[src/rtl/voice_sched_pkg.sv]
`default_nettype none
// ============================================================================
//  Module      : voice_sched_pkg
//  Description : Shared types and helpers for the voice scheduler: FSM state
//                encoding, accumulator width derivation and the saturating
//                narrow used on the mixed sample.
//  Revision    : 1.0 - initial release
// ============================================================================
package voice_sched_pkg;

    typedef enum logic [1:0] {
        IDLE = 2'd0,
        REQ  = 2'd1,
        SUM  = 2'd2,
        OUT  = 2'd3
    } state_e;

    // Working width for the saturation helper; wide enough for any
    // accumulator this block will be built with.
    localparam int c_sat_w = 64;

    // Accumulator needs log2(voices) growth bits plus one spare so the
    // attenuated/unattenuated sum of full-scale voices never wraps.
    function automatic int acc_width(input int width, input int voices);
        return width + $clog2(voices) + 1;
    endfunction

    // Clamp acc to the signed range of a width-bit sample. Returns the clip
    // bit; the clamped value is returned in the low width bits of value.
    function automatic logic sat_narrow(
        input  logic signed [c_sat_w-1:0] acc,
        input  int                        width,
        output logic signed [c_sat_w-1:0] value
    );
        logic signed [c_sat_w-1:0] max_v;
        logic signed [c_sat_w-1:0] min_v;
        logic                      clip;
        max_v = (64'sd1 <<< (width - 1)) - 64'sd1;
        min_v = ~max_v;
        value = acc;
        clip  = 1'b0;
        if (acc > max_v) begin
            value = max_v;
            clip  = 1'b1;
        end else if (acc < min_v) begin
            value = min_v;
            clip  = 1'b1;
        end
        return clip;
    endfunction

endpackage
`default_nettype wire

[src/rtl/sample_tick_gen.sv]
`default_nettype none
// ============================================================================
//  Module      : sample_tick_gen
//  Description : Free-running sample-period counter. Counts
//                0..TICK_PERIOD-1, wraps, and flags the last count as the
//                sample tick. Never stalls.
//  Revision    : 1.0 - initial release
// ============================================================================
module sample_tick_gen
    import voice_sched_pkg::*;
#(
    parameter int TICK_PERIOD = 384
) (
    input  logic clk_i,
    input  logic reset_n_i,
    output logic tick_o
);

    localparam int                 c_cnt_w = (TICK_PERIOD > 1) ? $clog2(TICK_PERIOD) : 1;
    localparam logic [c_cnt_w-1:0] c_last  = c_cnt_w'(TICK_PERIOD - 1);

    logic [c_cnt_w-1:0] r_count;

    // Period counter: wraps on the last count.
    always_ff @(posedge clk_i or negedge reset_n_i) begin
        if (!reset_n_i) begin
            r_count <= '0;
        end else if (r_count == c_last) begin
            r_count <= '0;
        end else begin
            r_count <= r_count + c_cnt_w'(1);
        end
    end

    assign tick_o = (r_count == c_last);

endmodule
`default_nettype wire

[src/rtl/voice_scheduler.sv]
`default_nettype none
// ============================================================================
//  Module      : voice_scheduler
//  Description : Once per sample period, requests one sample from each
//                enabled voice, sums the captures sequentially in a single
//                accumulator, saturates to sample width and hands the result
//                to the I2S side on a valid/ready handshake. Sticky status
//                flags report voice timeouts, dropped ticks and clipping.
//  Options     : VOICE_SCHED_ATTEN_EN adds atten_i, a 2-bit per-voice
//                arithmetic right shift applied before accumulation.
//  Revision    : 1.0 - initial release
// ============================================================================
module voice_scheduler
    import voice_sched_pkg::*;
#(
    parameter int WIDTH       = 16,
    parameter int VOICES      = 4,
    parameter int TICK_PERIOD = 384,
    parameter int TIMEOUT     = 64
) (
    input  logic                    clk_i,
    input  logic                    reset_n_i,
    input  logic [VOICES-1:0]       enable_i,
`ifdef VOICE_SCHED_ATTEN_EN
    input  logic [2*VOICES-1:0]     atten_i,
`endif
    output logic [VOICES-1:0]       voice_ready_o,
    input  logic [VOICES-1:0]       voice_valid_i,
    input  logic [VOICES*WIDTH-1:0] voice_data_i,
    output logic [WIDTH-1:0]        sample_data_o,
    output logic                    sample_valid_o,
    input  logic                    sample_ready_i,
    input  logic                    clear_i,
    output logic                    underrun_o,
    output logic                    overrun_o,
    output logic                    clip_o
);

    localparam int                 c_acc_w    = acc_width(WIDTH, VOICES);
    localparam int                 c_idx_w    = (VOICES > 1) ? $clog2(VOICES) : 1;
    localparam int                 c_to_w     = (TIMEOUT > 1) ? $clog2(TIMEOUT) : 1;
    localparam logic [c_idx_w-1:0] c_idx_last = c_idx_w'(VOICES - 1);
    localparam logic [c_to_w-1:0]  c_to_last  = c_to_w'(TIMEOUT - 1);

    state_e                     r_state;
    state_e                     w_state_next;
    logic                       w_tick;
    logic [VOICES-1:0]          r_en_q;
    logic [VOICES-1:0]          r_captured;
    logic [c_to_w-1:0]          r_to_cnt;
    logic [c_idx_w-1:0]         r_idx;
    logic signed [c_acc_w-1:0]  r_acc;
    logic [VOICES-1:0]          w_xfer;
    logic                       w_all_done;
    logic                       w_timeout;
    logic                       w_req_exit;
    logic                       w_sum_last;
    logic [VOICES*WIDTH-1:0]    w_hold_flat;
    logic signed [WIDTH-1:0]    w_hold_sel;
    logic [1:0]                 w_shift;
    logic signed [WIDTH-1:0]    w_hold_sh;
    logic signed [c_acc_w-1:0]  w_acc_next;
    logic signed [c_sat_w-1:0]  w_sat_wide;
    logic                       w_sat_clip;
    logic [WIDTH-1:0]           w_sat_data;
    logic [WIDTH-1:0]           r_sample_data;
    logic                       r_sample_valid;
    logic                       r_underrun;
    logic                       r_overrun;
    logic                       r_clip;
    logic                       w_set_underrun;
    logic                       w_set_overrun;
    logic                       w_set_clip;

    sample_tick_gen #(
        .TICK_PERIOD (TICK_PERIOD)
    ) u_tick (
        .clk_i     (clk_i),
        .reset_n_i (reset_n_i),
        .tick_o    (w_tick)
    );

    // ------------------------------------------------------------------
    // Request / capture handshake
    // ------------------------------------------------------------------
    assign voice_ready_o = (r_state == REQ) ? (r_en_q & ~r_captured) : '0;
    assign w_xfer        = voice_ready_o & voice_valid_i;
    // Same-cycle captures count, so a voice that answers on the last
    // outstanding request lets REQ exit without an extra cycle.
    assign w_all_done    = &(r_captured | w_xfer | ~r_en_q);
    assign w_timeout     = (r_to_cnt == c_to_last);
    assign w_req_exit    = (r_state == REQ) && (w_all_done || w_timeout);
    assign w_sum_last    = (r_state == SUM) && (r_idx == c_idx_last);

    // ------------------------------------------------------------------
    // Sequential sum datapath
    // ------------------------------------------------------------------
    assign w_hold_sel = w_hold_flat[r_idx*WIDTH +: WIDTH];

`ifdef VOICE_SCHED_ATTEN_EN
    logic [2*VOICES-1:0] r_atten;

    // Attenuation is frozen for the whole sample, like the enables.
    always_ff @(posedge clk_i or negedge reset_n_i) begin
        if (!reset_n_i) begin
            r_atten <= '0;
        end else if (r_state == IDLE && w_tick) begin
            r_atten <= atten_i;
        end
    end

    assign w_shift = r_atten[{r_idx, 1'b0} +: 2];
`else
    assign w_shift = 2'd0;
`endif

    assign w_hold_sh  = w_hold_sel >>> w_shift;
    assign w_acc_next = r_acc + c_acc_w'(w_hold_sh);

    // Saturate the final accumulator value down to sample width.
    always_comb begin
        w_sat_wide = '0;
        w_sat_clip = sat_narrow(c_sat_w'(w_acc_next), WIDTH, w_sat_wide);
    end

    assign w_sat_data = WIDTH'(w_sat_wide);

    // ------------------------------------------------------------------
    // Per-voice hold registers: zeroed at sample start so disabled and
    // timed-out voices contribute nothing.
    // ------------------------------------------------------------------
    generate
        for (genvar v = 0; v < VOICES; v++) begin : g_voice
            logic [WIDTH-1:0] r_hold;

            // Capture voice v on its ready/valid transfer.
            always_ff @(posedge clk_i or negedge reset_n_i) begin
                if (!reset_n_i) begin
                    r_hold <= '0;
                end else if (r_state == IDLE && w_tick) begin
                    r_hold <= '0;
                end else if (w_xfer[v]) begin
                    r_hold <= voice_data_i[v*WIDTH +: WIDTH];
                end
            end

            assign w_hold_flat[v*WIDTH +: WIDTH] = r_hold;
        end
    endgenerate

    // ------------------------------------------------------------------
    // FSM
    // ------------------------------------------------------------------
    // State register.
    always_ff @(posedge clk_i or negedge reset_n_i) begin
        if (!reset_n_i) begin
            r_state <= IDLE;
        end else begin
            r_state <= w_state_next;
        end
    end

    // Next-state decode; ticks outside IDLE are simply not acted on.
    always_comb begin
        w_state_next = r_state;
        case (r_state)
            IDLE:    if (w_tick)                            w_state_next = REQ;
            REQ:     if (w_req_exit)                        w_state_next = SUM;
            SUM:     if (w_sum_last)                        w_state_next = OUT;
            OUT:     if (r_sample_valid && sample_ready_i)  w_state_next = IDLE;
            default:                                        w_state_next = IDLE;
        endcase
    end

    // Per-sample request bookkeeping: latch enables, track captures and
    // the REQ timeout.
    always_ff @(posedge clk_i or negedge reset_n_i) begin
        if (!reset_n_i) begin
            r_en_q     <= '0;
            r_captured <= '0;
            r_to_cnt   <= '0;
        end else begin
            case (r_state)
                IDLE: begin
                    if (w_tick) begin
                        r_en_q     <= enable_i;
                        r_captured <= '0;
                        r_to_cnt   <= '0;
                    end
                end
                REQ: begin
                    r_captured <= r_captured | w_xfer;
                    r_to_cnt   <= r_to_cnt + c_to_w'(1);
                end
                default: ;
            endcase
        end
    end

    // Accumulator and voice index: cleared on REQ exit, one voice per SUM cycle.
    always_ff @(posedge clk_i or negedge reset_n_i) begin
        if (!reset_n_i) begin
            r_acc <= '0;
            r_idx <= '0;
        end else if (w_req_exit) begin
            r_acc <= '0;
            r_idx <= '0;
        end else if (r_state == SUM) begin
            r_acc <= w_acc_next;
            r_idx <= r_idx + c_idx_w'(1);
        end
    end

    // Output holding register: loaded on the last SUM cycle, held until taken.
    always_ff @(posedge clk_i or negedge reset_n_i) begin
        if (!reset_n_i) begin
            r_sample_data  <= '0;
            r_sample_valid <= 1'b0;
        end else if (w_sum_last) begin
            r_sample_data  <= w_sat_data;
            r_sample_valid <= 1'b1;
        end else if (r_state == OUT && r_sample_valid && sample_ready_i) begin
            r_sample_valid <= 1'b0;
        end
    end

    // ------------------------------------------------------------------
    // Sticky status flags: a set in the same cycle as clear_i wins.
    // ------------------------------------------------------------------
    assign w_set_underrun = w_req_exit && !w_all_done;
    assign w_set_overrun  = w_tick && (r_state != IDLE);
    assign w_set_clip     = w_sum_last && w_sat_clip;

    // Flag registers.
    always_ff @(posedge clk_i or negedge reset_n_i) begin
        if (!reset_n_i) begin
            r_underrun <= 1'b0;
            r_overrun  <= 1'b0;
            r_clip     <= 1'b0;
        end else begin
            r_underrun <= w_set_underrun | (r_underrun & ~clear_i);
            r_overrun  <= w_set_overrun  | (r_overrun  & ~clear_i);
            r_clip     <= w_set_clip     | (r_clip     & ~clear_i);
        end
    end

    assign sample_data_o  = r_sample_data;
    assign sample_valid_o = r_sample_valid;
    assign underrun_o     = r_underrun;
    assign overrun_o      = r_overrun;
    assign clip_o         = r_clip;

endmodule
`default_nettype wire

[config.mk]
export PLATFORM = sky130hd
export DESIGN_NAME = voice_scheduler
export DESIGN_NICKNAME = d
export VERILOG_FILES = /design/src/rtl/voice_sched_pkg.sv /design/src/rtl/sample_tick_gen.sv /design/src/rtl/voice_scheduler.sv
export SDC_FILE = /design/constraint.sdc
export NUM_CORES = 1
export LEC_CHECK = 0
export ABC_CLOCK_PERIOD_IN_PS = 9500
export BUFFER_PORTS_ARGS = -buffer_cell sky130_fd_sc_hd__buf_2
export CELL_PAD_IN_SITES_DETAIL_PLACEMENT = 1
export CELL_PAD_IN_SITES_GLOBAL_PLACEMENT = 1
export CORE_UTILIZATION = 48
export CTS_CLUSTER_SIZE = 14
export DETAILED_ROUTE_END_ITERATION = 6
export PLACE_DENSITY_LB_ADDON = 0.05
export SKIP_CTS_REPAIR_TIMING = 1
export SYNTH_ARGS = -nofsm -noshare
export SYNTH_HDL_FRONTEND = slang
export SYNTH_SLANG_ARGS = --single-unit
export TNS_END_PERCENT = 100
[constraint.sdc]
create_clock -name clk_i -period 9.5 [get_ports clk_i]
set_input_delay 0.95 -clock clk_i [delete_from_list [all_inputs] [get_ports clk_i]]
set_output_delay 0.95 -clock clk_i [all_outputs]
set_load 0.01 [all_outputs]
==> results.toml <==
[status]
status = "complete, no violations"

[synth]
syn_inst = 727
synth_edf_count = 0
synth_warnings = 0
syn_avg_cell_area_um2 = 9.674
synthXorXnorAreaFrac = 0.02722
async_flop_share = 1.000
synthSimpleGateAreaFrac = 0.1779
syn_nets = 830
synth_area_mm2 = 0.007033
ys_seq_elements = 130
synth_fa_ha_area_frac = 0.04910
synth_compound_area_frac = 0.1573
muxShareOfSynthArea = 0.09233
synth_top_family_by_area = "simple AND/OR/NAND/NOR gates"
synth.distinct_cells = 65
seq_area_frac_synth = 0.4626
synthFlopType = "dfrtp_1"

[floorplanning]
num_rows = 43
core_region_area_mm2 = 0.01410
die-area_mm2 = 0.01514
fp.dieH_um = 123.0
io_pins = 100
dieWidth_um = 123.0
start_util = 0.4989

[grt]
grt_max_degree = 80
grt_usage = 0.2740
grt-ovfl-total = 0
grt_pass1_wl_mm = 31.20
met1_usage = 0.3631
grt_pass1_vias = 5961
grt_antenna_before_repair = 0
busiest_layer = "met2"
met3_usage = 0.05028
gr-usage-met2 = 0.4565

[pwr]
power_mw = 1.628
power_density_mw_per_mm2 = 199.7
p_leak_nw = 3.941
peakVddDrop_uv = 124.7

[timing]
fmax_ghz = 0.2179
relSlewSlack = 0.3174
worst_clock_skew_ns = 0.007354
finalSetupViolations = 0
grt_setup_unrepaired = "false"
fin_crit_ns = 4.589
fin_setup_tns_ns = 0
final_max_slew_viol_count = 0
worstMarginPinSlew_ns = 1.024
min_period_over_period = 0.4830
hold_viol = 0

[critical_path]
crit_path_end_kind = "flop"
worstSetupPathType = "reg2reg"
required_ns = 9.80
cp_max_fo = 18
start_kind = "flop"
crit_arrival_ns = 4.89

[clocking]
h-tree-depth = 4
cts_tree = "built"
cts-root-buf = "clkbuf_16"
cts_buffer_depth = 2
clock-sinks = 130
clkSlewWorstSetupHoldPaths_ns = 0.06
cts_buffers = 17
clkLatencyLatePin_ns = 0.42

[place]
dp_hpwl_mm = 13.89
port_buffers = 99
gp_congestion = 0.8549
place_inst = 970
place_area_mm2 = 0.007600

[finish]
antennaDiodeCount = 0
final_cells = 999
fin_area_mm2 = 0.008150
drive_gt1_frac = 0.2100
num-nets-final = 912
area_growth_pct = 15.89
final_cell_mix = "nand2_1, dfrtp_1, buf_2"
final_common_cell = "nand2_1"

[job]
max_cap_viol_count = 0

[route]
drc = 0
ant_nets = 0
drtIter0Drc = 247
wl_mm = 19.21
drt_first_pass_iters = 4
num_vias = 5619
avgViaCountPerCell = 5.625
avgRoutedWirePerCell_um = 19.23

[worst_hold_path]
worstHoldPathType = "reg2reg"
## layout make-up
class	instances	area, um^2
tap	180	225.2
fill	1616	5946
sequential	130	3253
inverter	11	41.29
clock buffer	23	467.9
clock inverter	6	82.58
multi-input combinational	545	3545
timing repair buffer	104	535.5
## power breakdown
| group | switching (mW) | leakage, nW | internal, mW |
|---|---|---|---|
| Combinational | 0.188 | 1.90 | 0.155 |
| Clock | 0.233 | 0.269 | 0.394 |
| Sequential | 0.0558 | 1.77 | 0.602 |
| Total | 0.476 | 3.94 | 1.15 |
## cell usage after synthesis, drive strengths merged, types with 2 or more instances
library cell	number	share of area
nand2	159	0.085
dfrtp	130	0.46
a21oi	96	0.069
nor2	68	0.036
clkbuf	29	0.015
ha	26	0.046
mux2i	18	0.026
a211oi	16	0.024
mux4	16	0.054
o21ai	13	0.0093
buf	12	0.012
nor2b	12	0.011
xnor2	12	0.016
inv	11	0.0059
nand3	10	0.0071
and2	9	0.0080
and3	9	0.0080
xor2	9	0.011
mux2	8	0.013
nor3	8	0.0057
a21o	7	0.0075
o211ai	6	0.0071
a41o	3	0.0043
nand4	3	0.0027
nor3b	3	0.0032
or3	3	0.0027
a2111oi	2	0.0060
a311oi	2	0.0025
a31oi	2	0.0018
nand2b	2	0.0018
nor4	2	0.0027
o311ai	2	0.0061
## critical path, cell delays in order (launching register included)
cell and delay [ns]:
dfrtp_1 0.99, mux4_1 0.67, ha_1 0.23, fa_1 0.43
a211oi_1 0.36, o211ai_1 0.18, a41oi_1 0.40, mux2i_1 0.27
nand2_1 0.14, o311a_4 0.49, a221o_1 0.29
## path summary, 6_finish.rpt
check,start,to,slack [ns],depth (start not counted)
min in group asynchronous,reset_n_i,u_tick.r_count[5]$_DFF_PN0_,0.71,1
max in group asynchronous,reset_n_i,g_voice[1].r_hold[11]$_DFFE_PN0P_,7.52,2
worst min-delay path,u_tick.r_count[0]$_DFF_PN0_,u_tick.r_count[0]$_DFF_PN0_,0.48,1
worst max-delay path,r_idx[0]$_DFFE_PN0P_,clip_o$_DFF_PN0_,4.91,10
worst min register to register,u_tick.r_count[0]$_DFF_PN0_,u_tick.r_count[0]$_DFF_PN0_,0.48,1
worst max register to register,r_idx[0]$_DFFE_PN0P_,clip_o$_DFF_PN0_,4.91,10
## stage by stage
step	util	hold WS, ns	setup WS (ns)
floorplan	-	0.4329	5.806
global placement	0.5391	0.4492	5.026
detailed placement	0.5391	0.4638	4.935
CTS	0.5782	0.4773	4.908
global route	0.5782	0.4894	4.547
finish	0.5782	0.4779	4.911
## layer usage
metal | part of all wire | vias to the layer above
met1 | 0.46 | 2795
li1 | - | 2695
met5 | 0 | -
met2 | 0.50 | 109
met4 | 0.015 | 0
met3 | 0.031 | 20
## logic make-up (layout without fill, tap and decap cells)
kind of cell             count (synthesis)  in the layout
AO/OA/AOI/OAI                          163            163
XOR/XNOR                                21             21
adder cells (fa/ha/maj)                 27             27
buffers and inverters                   52            144
flip-flops                             130            130
multiplexers                            42             42
AND/OR/NAND/NOR                        292            292
## state kept, by name, summed over array words and instances, names as in the netlist
register and flops:
r_captured 4, r_idx 2, r_to_cnt 6, r_en_q 4
r_state 2, overrun_o 1, sample_valid_o 1, g_voice.r_hold 64
clip_o 1, sample_data_o 16, u_tick.r_count 9, r_acc 19
underrun_o 1
(Power assumes the default switching activity.)
